--- src/rtl/li_seq_gen.sv ---
// li_seq_gen: expands a "load 32-bit constant into rd" request into the
// shortest RV32I LUI/ADDI sequence and streams it out over valid/ready.
// One request is in flight at a time; a new request is taken only in IDLE.
module li_seq_gen (
    input  logic        clk,
    input  logic        rst_n,
    input  logic        req_valid,
    output logic        req_ready,
    input  logic [4:0]  req_rd,
    input  logic [31:0] req_value,
    output logic        inst_valid,
    input  logic        inst_ready,
    output logic [31:0] inst_out,
    output logic        inst_last,
    output logic        busy,
    output logic [15:0] emit_cnt
);

    typedef enum logic [1:0] {
        IDLE      = 2'd0,
        EMIT_LUI  = 2'd1,
        EMIT_ADDI = 2'd2
    } state_t;

    localparam logic [31:0] NOP_INST = 32'h0000_0013;

    // LUI rd, imm20
    function automatic logic [31:0] enc_lui(input logic [19:0] imm, input logic [4:0] rd);
        return {imm, rd, 7'b0110111};
    endfunction

    // ADDI rd, rs1, imm12
    function automatic logic [31:0] enc_addi(input logic [11:0] imm, input logic [4:0] rs1,
                                             input logic [4:0] rd);
        return {imm, rs1, 3'b000, rd, 7'b0010011};
    endfunction

    state_t      state_r, state_s;
    logic [4:0]  rd_r, rd_s;
    logic [11:0] lo_r, lo_s;
    logic        inst_valid_r, inst_valid_s;
    logic [31:0] inst_out_r, inst_out_s;
    logic        inst_last_r, inst_last_s;
    logic [15:0] emit_cnt_r;
    logic [19:0] hi_s;
    logic        handshake_s;

    // (value + 0x800) >> 12 with the carry out of bit 31 discarded: adding
    // 0x800 only reaches bit 12 through bit 11, so it is the upper 20 bits
    // plus bit 11, taken modulo 2^20. This pre-compensates the sign
    // extension that ADDI applies to the low 12 bits.
    assign hi_s        = req_value[31:12] + {19'd0, req_value[11]};
    assign handshake_s = inst_valid_r && inst_ready;

    // Next-state and next-output decode; outputs are computed one cycle ahead
    // so that they leave the block straight from flops.
    always_comb begin
        state_s      = state_r;
        rd_s         = rd_r;
        lo_s         = lo_r;
        inst_valid_s = inst_valid_r;
        inst_out_s   = inst_out_r;
        inst_last_s  = inst_last_r;
        case (state_r)
            IDLE: begin
                if (req_valid) begin
                    rd_s         = req_rd;
                    lo_s         = req_value[11:0];
                    inst_valid_s = 1'b1;
                    if (req_rd == 5'd0) begin
                        // Writes to x0 are discarded: a single canonical NOP.
                        state_s     = EMIT_ADDI;
                        inst_out_s  = NOP_INST;
                        inst_last_s = 1'b1;
                    end else if (hi_s != 20'd0) begin
                        // Upper part needed; ADDI follows only if lo is non-zero.
                        state_s     = EMIT_LUI;
                        inst_out_s  = enc_lui(hi_s, req_rd);
                        inst_last_s = (req_value[11:0] == 12'd0);
                    end else begin
                        // Value fits a sign-extended 12-bit immediate.
                        state_s     = EMIT_ADDI;
                        inst_out_s  = enc_addi(req_value[11:0], 5'd0, req_rd);
                        inst_last_s = 1'b1;
                    end
                end else begin
                    inst_valid_s = 1'b0;
                    inst_out_s   = 32'd0;
                    inst_last_s  = 1'b0;
                end
            end
            EMIT_LUI: begin
                if (handshake_s) begin
                    if (inst_last_r) begin
                        state_s      = IDLE;
                        inst_valid_s = 1'b0;
                        inst_out_s   = 32'd0;
                        inst_last_s  = 1'b0;
                    end else begin
                        // Back-to-back ADDI that adds the low part onto rd.
                        state_s     = EMIT_ADDI;
                        inst_out_s  = enc_addi(lo_r, rd_r, rd_r);
                        inst_last_s = 1'b1;
                    end
                end else begin
                    state_s = EMIT_LUI;
                end
            end
            EMIT_ADDI: begin
                if (handshake_s) begin
                    state_s      = IDLE;
                    inst_valid_s = 1'b0;
                    inst_out_s   = 32'd0;
                    inst_last_s  = 1'b0;
                end else begin
                    state_s = EMIT_ADDI;
                end
            end
            default: begin
                state_s      = IDLE;
                inst_valid_s = 1'b0;
                inst_out_s   = 32'd0;
                inst_last_s  = 1'b0;
            end
        endcase
    end

    // State, captured request fields and registered instruction outputs.
    always_ff @(posedge clk or negedge rst_n) begin
        if (!rst_n) begin
            state_r      <= IDLE;
            rd_r         <= 5'd0;
            lo_r         <= 12'd0;
            inst_valid_r <= 1'b0;
            inst_out_r   <= 32'd0;
            inst_last_r  <= 1'b0;
        end else begin
            state_r      <= state_s;
            rd_r         <= rd_s;
            lo_r         <= lo_s;
            inst_valid_r <= inst_valid_s;
            inst_out_r   <= inst_out_s;
            inst_last_r  <= inst_last_s;
        end
    end

    // Free-running count of instruction handshakes, wrapping at 16 bits.
    always_ff @(posedge clk or negedge rst_n) begin
        if (!rst_n) begin
            emit_cnt_r <= 16'd0;
        end else if (handshake_s) begin
            emit_cnt_r <= emit_cnt_r + 16'd1;
        end else begin
            emit_cnt_r <= emit_cnt_r;
        end
    end

    assign req_ready  = (state_r == IDLE);
    assign busy       = (state_r != IDLE);
    assign inst_valid = inst_valid_r;
    assign inst_out   = inst_out_r;
    assign inst_last  = inst_last_r;
    assign emit_cnt   = emit_cnt_r;

endmodule

--- config.mk ---
export PLATFORM = sky130hd
export DESIGN_NAME = li_seq_gen
export DESIGN_NICKNAME = d
export VERILOG_FILES = /design/src/rtl/li_seq_gen.sv
export SDC_FILE = /design/constraint.sdc
export NUM_CORES = 1
export LEC_CHECK = 0
export BUFFER_PORTS_ARGS = -buffer_cell sky130_fd_sc_hd__buf_4
export CAP_MARGIN = 20
export CORE_UTILIZATION = 53
export DETAILED_ROUTE_END_ITERATION = 6
export GPL_TIMING_DRIVEN = 1
export PLACE_DENSITY_LB_ADDON = 0.05
export REMOVE_ABC_BUFFERS = 1
export SYNTH_ARGS = -nofsm -noshare
export SYNTH_HDL_FRONTEND = slang
export SYNTH_SLANG_ARGS = --single-unit
--- constraint.sdc ---
create_clock -name clk -period 1.8 [get_ports clk]
set_input_delay 0.36 -clock clk [delete_from_list [all_inputs] [get_ports clk]]
set_output_delay 0.36 -clock clk [all_outputs]
set_load 0.005 [all_outputs]
==> results.json <==
{
  "status": "finished, violations left",
  "violations": "design-rule violations, negative setup slack",
  "grt_antenna_before_repair": 0,
  "postSynthAreaPerCell_sq_um": 9.17,
  "ctsLongestPathBuffers": 2,
  "grt_overflow": 0,
  "relSlewSlack_pct": 51.2,
  "async_flop_share_pct": 100,
  "hold_depth": 3,
  "place_area_sq_um": 4870,
  "via_per_inst": 6.26,
  "timing.fmax_ghz": 0.450,
  "arrival_ns": 2.46,
  "multi_input_area_sq_um": 2130,
  "endpoint_kind": "flip-flop",
  "setup_viol": 16,
  "die_area_sq_um": 7120,
  "htreeDepth": 3,
  "crit_fanout": 6,
  "power.switching_w": 0.00297,
  "std_cell_rows": 29,
  "required_ns": 2.04,
  "vias": 4104,
  "synth_edf_count": 0,
  "cp_cell_sequence": "buf_4 > buf_6 > nand4_1 > nor4_4 > xor2_2 > a2111oi_4 > nand4_2 > buf_12 > a32o_1",
  "ant_nets": 0,
  "cp_top_family": "simple AND/OR/NAND/NOR gates",
  "cts_tree": "done",
  "rsz0062_at_grt": "yes",
  "firstDrtPassIters": 7,
  "use_met1_pct": 43.8,
  "cp_slowest_stage_delay_ns": 0.43,
  "routabilityCongestion": 0.883,
  "diodes": 0,
  "hpwl_um": 7810,
  "clock_latency_ns": 0.36,
  "wl_per_cell_um": 21.8,
  "critical_path_class": "in -> reg",
  "area_delta_synth_final_pct": 58.1,
  "hold_path_end": "lo_r[9]$_DFFE_PN0P_",
  "path_clk_slew_ns": 0.08,
  "worst_slack_ns": -0.420,
  "ioPinCount": 93,
  "die_y_um": 84.4,
  "ys_warn_count": 0,
  "fin_skew_ns": 0.0153,
  "drc": 7,
  "finalCoreUtilization_pct": 88.0,
  "period_needed_ns": 2.22,
  "fillers": 302,
  "p_int_w": 0.00471,
  "power_frac_seq_pct": 31.6,
  "ys_seq_area_share_pct": 44.6,
  "final_nets": 618,
  "numCtsBuffers": 9,
  "period_share_pct": 123,
  "startpoint": "req_value[21]",
  "met3_usage_pct": 7.47,
  "rr_endpoint": "inst_out[22]$_DFFE_PN0P_",
  "pwr-share-comb_pct": 47.6,
  "core_sq_um": 6460,
  "power_density_nw_per_um2": 1350,
  "clkSinkCount": 64,
  "hold_violations": 0,
  "seq_area_sq_um": 1600,
  "final_max_slew_viol_count": 0,
  "busiest_layer": "met2",
  "drive_above_1_share_pct": 45.3,
  "reg2reg_from": "state_r[0]$_DFFE_PN0P_",
  "worstMarginPinSlew_ns": 0.731,
  "synth_cell_type_count": 57,
  "irDropWorstVdd_uv": 1150,
  "ys_ff_latch": 64,
  "grt_first_pass_wirelength_um": 18900,
  "leakagePower_nw": 2.72,
  "grt_pass1_vias": 3820,
  "grt_util_met2_pct": 58.9,
  "min_from": "req_value[9]",
  "reg2reg_depth": 6,
  "start_util_pct": 55.7,
  "r2r_slack_ns": -0.08,
  "share_clk_of_total_power_pct": 20.9,
  "pre_cts_ws_ns": -0.817,
  "wl_um": 14300,
  "synthesis.area_sq_um": 3590,
  "grt_usage_pct": 34.4,
  "grt_max_degree": 35,
  "cts_root_buffer": "clkbuf_8",
  "synth-main-ff-cell": "dfrtp_1",
  "critical-path-slowest-cell": "nor4_4",
  "critPathBufInv": 3,
  "cap_violations": 0,
  "fp.dieW_um": 84.4,
  "drt_iter0_drc": 489,
  "switching_share_pct": 38.7,
  "synth_cells": 392,
  "port_buffers": 90,
  "startpoint_type": "input pin",
  "hp-class": "in -> reg",
  "final_area_sq_um": 5680
}
-- placed cells by master, fill, tap and decap left out, drive strengths merged, types with 2 or more instances in the layout --
cell,synthesis,final
buf,14,192
nand2,87,87
dfrtp,64,64
nor2,33,33
xnor2,21,21
xor2,16,16
a21oi,16,16
nand3,16,16
nand4,13,13
clkbuf,10,12
nor4,12,12
o21ai,11,11
and3,10,10
inv,7,7
o22ai,7,7
a221oi,6,6
nor3,5,5
or3,5,5
and2,4,4
o221ai,3,3
bufinv,0,3
o211ai,3,3
a22o,3,3
ha,3,3
o21a,2,2
o22a,2,2
conb,1,2
or2,2,2
a2111oi,2,2
o31ai,2,2
or4,2,2
-- layer usage --
| metal | up-vias | share of wire, % | wire length [um] |
|---|---|---|---|
| met3 | 89 | 10 | 1450 |
| met1 | 1939 | 37 | 5230 |
| met2 | 346 | 48 | 6900 |
| li1 | 1730 | - | - |
| met5 | - | 0 | 0 |
| met4 | 0 | 5.0 | 718 |
-- worst min-delay path, stage by stage --
cell and delay, ns:
buf_4 0.09, nand2_1 0.04, nand2_1 0.04
-- registers in the layout, summed over array words and instances, names as in the netlist --
signal / cells
inst_valid: 1
lo_r: 12
rd_r: 5
inst_out: 27
emit_cnt: 16
inst_last: 1
state_r: 2
-- stage by stage --
step / total power, W / std cells / setup TNS (ns) / hold slack [ns]
2_1_floorplan: 0.00394 / 369 / -11.45 / 0.0644
3_3_place_gp: 0.00551 / 616 / -11.16 / 0.324
3_5_place_dp: 0.00563 / 616 / -12.40 / 0.327
4_1_cts: 0.00731 / 642 / -2.19 / 0.212
5_1_grt: 0.00803 / 656 / -6.08 / 0.235
6_report: 0.00768 / 656 / -5.27 / 0.213
-- worst max-delay path by stage --
stage / endpoint / slack, ns / cells after the start
5_1_grt: state_r[0]$_DFFE_PN0P_ / -0.47 / 9
3_3_place_gp: inst_out[5]$_DFFE_PN0P_ / -0.76 / 10
2_1_floorplan: inst_out[5]$_DFFE_PN0P_ / -0.78 / 8
4_1_cts: inst_out[5]$_DFFE_PN0P_ / -0.23 / 10
6_report: state_r[0]$_DFFE_PN0P_ / -0.42 / 9
3_5_place_dp: inst_out[5]$_DFFE_PN0P_ / -0.82 / 10
-- cells in the mapped netlist, types with 10 or more instances --
| master | n | share of area, % |
|---|---|---|
| nand2_1 | 87 | 9.1 |
| dfrtp_1 | 64 | 45 |
| nor2_1 | 33 | 3.4 |
| xnor2_1 | 21 | 5.1 |
| xor2_1 | 16 | 3.9 |
| a21oi_1 | 15 | 2.1 |
| nand3_1 | 15 | 2.1 |
| and3_1 | 10 | 1.7 |
| clkbuf_1 | 10 | 1.0 |
| nand4_1 | 10 | 1.7 |
| nor4_1 | 10 | 1.7 |
-- power by group through the flow --
stage / clock (W) / combinational, W / sequential, W
6_report: 0.00160 / 0.00365 / 0.00242
5_1_grt: 0.00165 / 0.00391 / 0.00247
4_1_cts: 0.00160 / 0.00332 / 0.00238
3_5_place_dp: 0 / 0.00323 / 0.00240
3_3_place_gp: 0 / 0.00313 / 0.00238
2_1_floorplan: 0 / 0.00155 / 0.00239
-- what timing repair did --
item                                    CTS  global route
hold endpoints to repair                 30             0
pin swaps                                13            26
hold buffers                              1             0
resized for setup                        32            32
endpoints found under the setup margin   18            30
cloned                                    0             1
setup buffers                             9            15
-- layout make-up --
type / count / area share (%)
multi-input combinational: 298 / 37.5
clock buffer: 11 / 2.66
tap: 77 / 1.70
sequential: 64 / 28.2
inverter: 7 / 0.462
timing repair buffer: 194 / 27.7
clock inverter: 5 / 1.81
-- cells by family (layout without fill, tap and decap cells) --
kind of cell	count (synthesis)	in the layout	synth area share, %
and+or+nand+nor	191	191	26.7
AOI/OAI and AO/OA	64	64	14.1
buffers and inverters	31	217	4.21
xor gates and xnor gates	37	37	9.01
DFF	64	64	44.6
adders and majority gates	3	3	1.04
muxes	1	1	0.313
other	1	2	0.104
No activity file was read; power rests on OpenSTA's default activity.
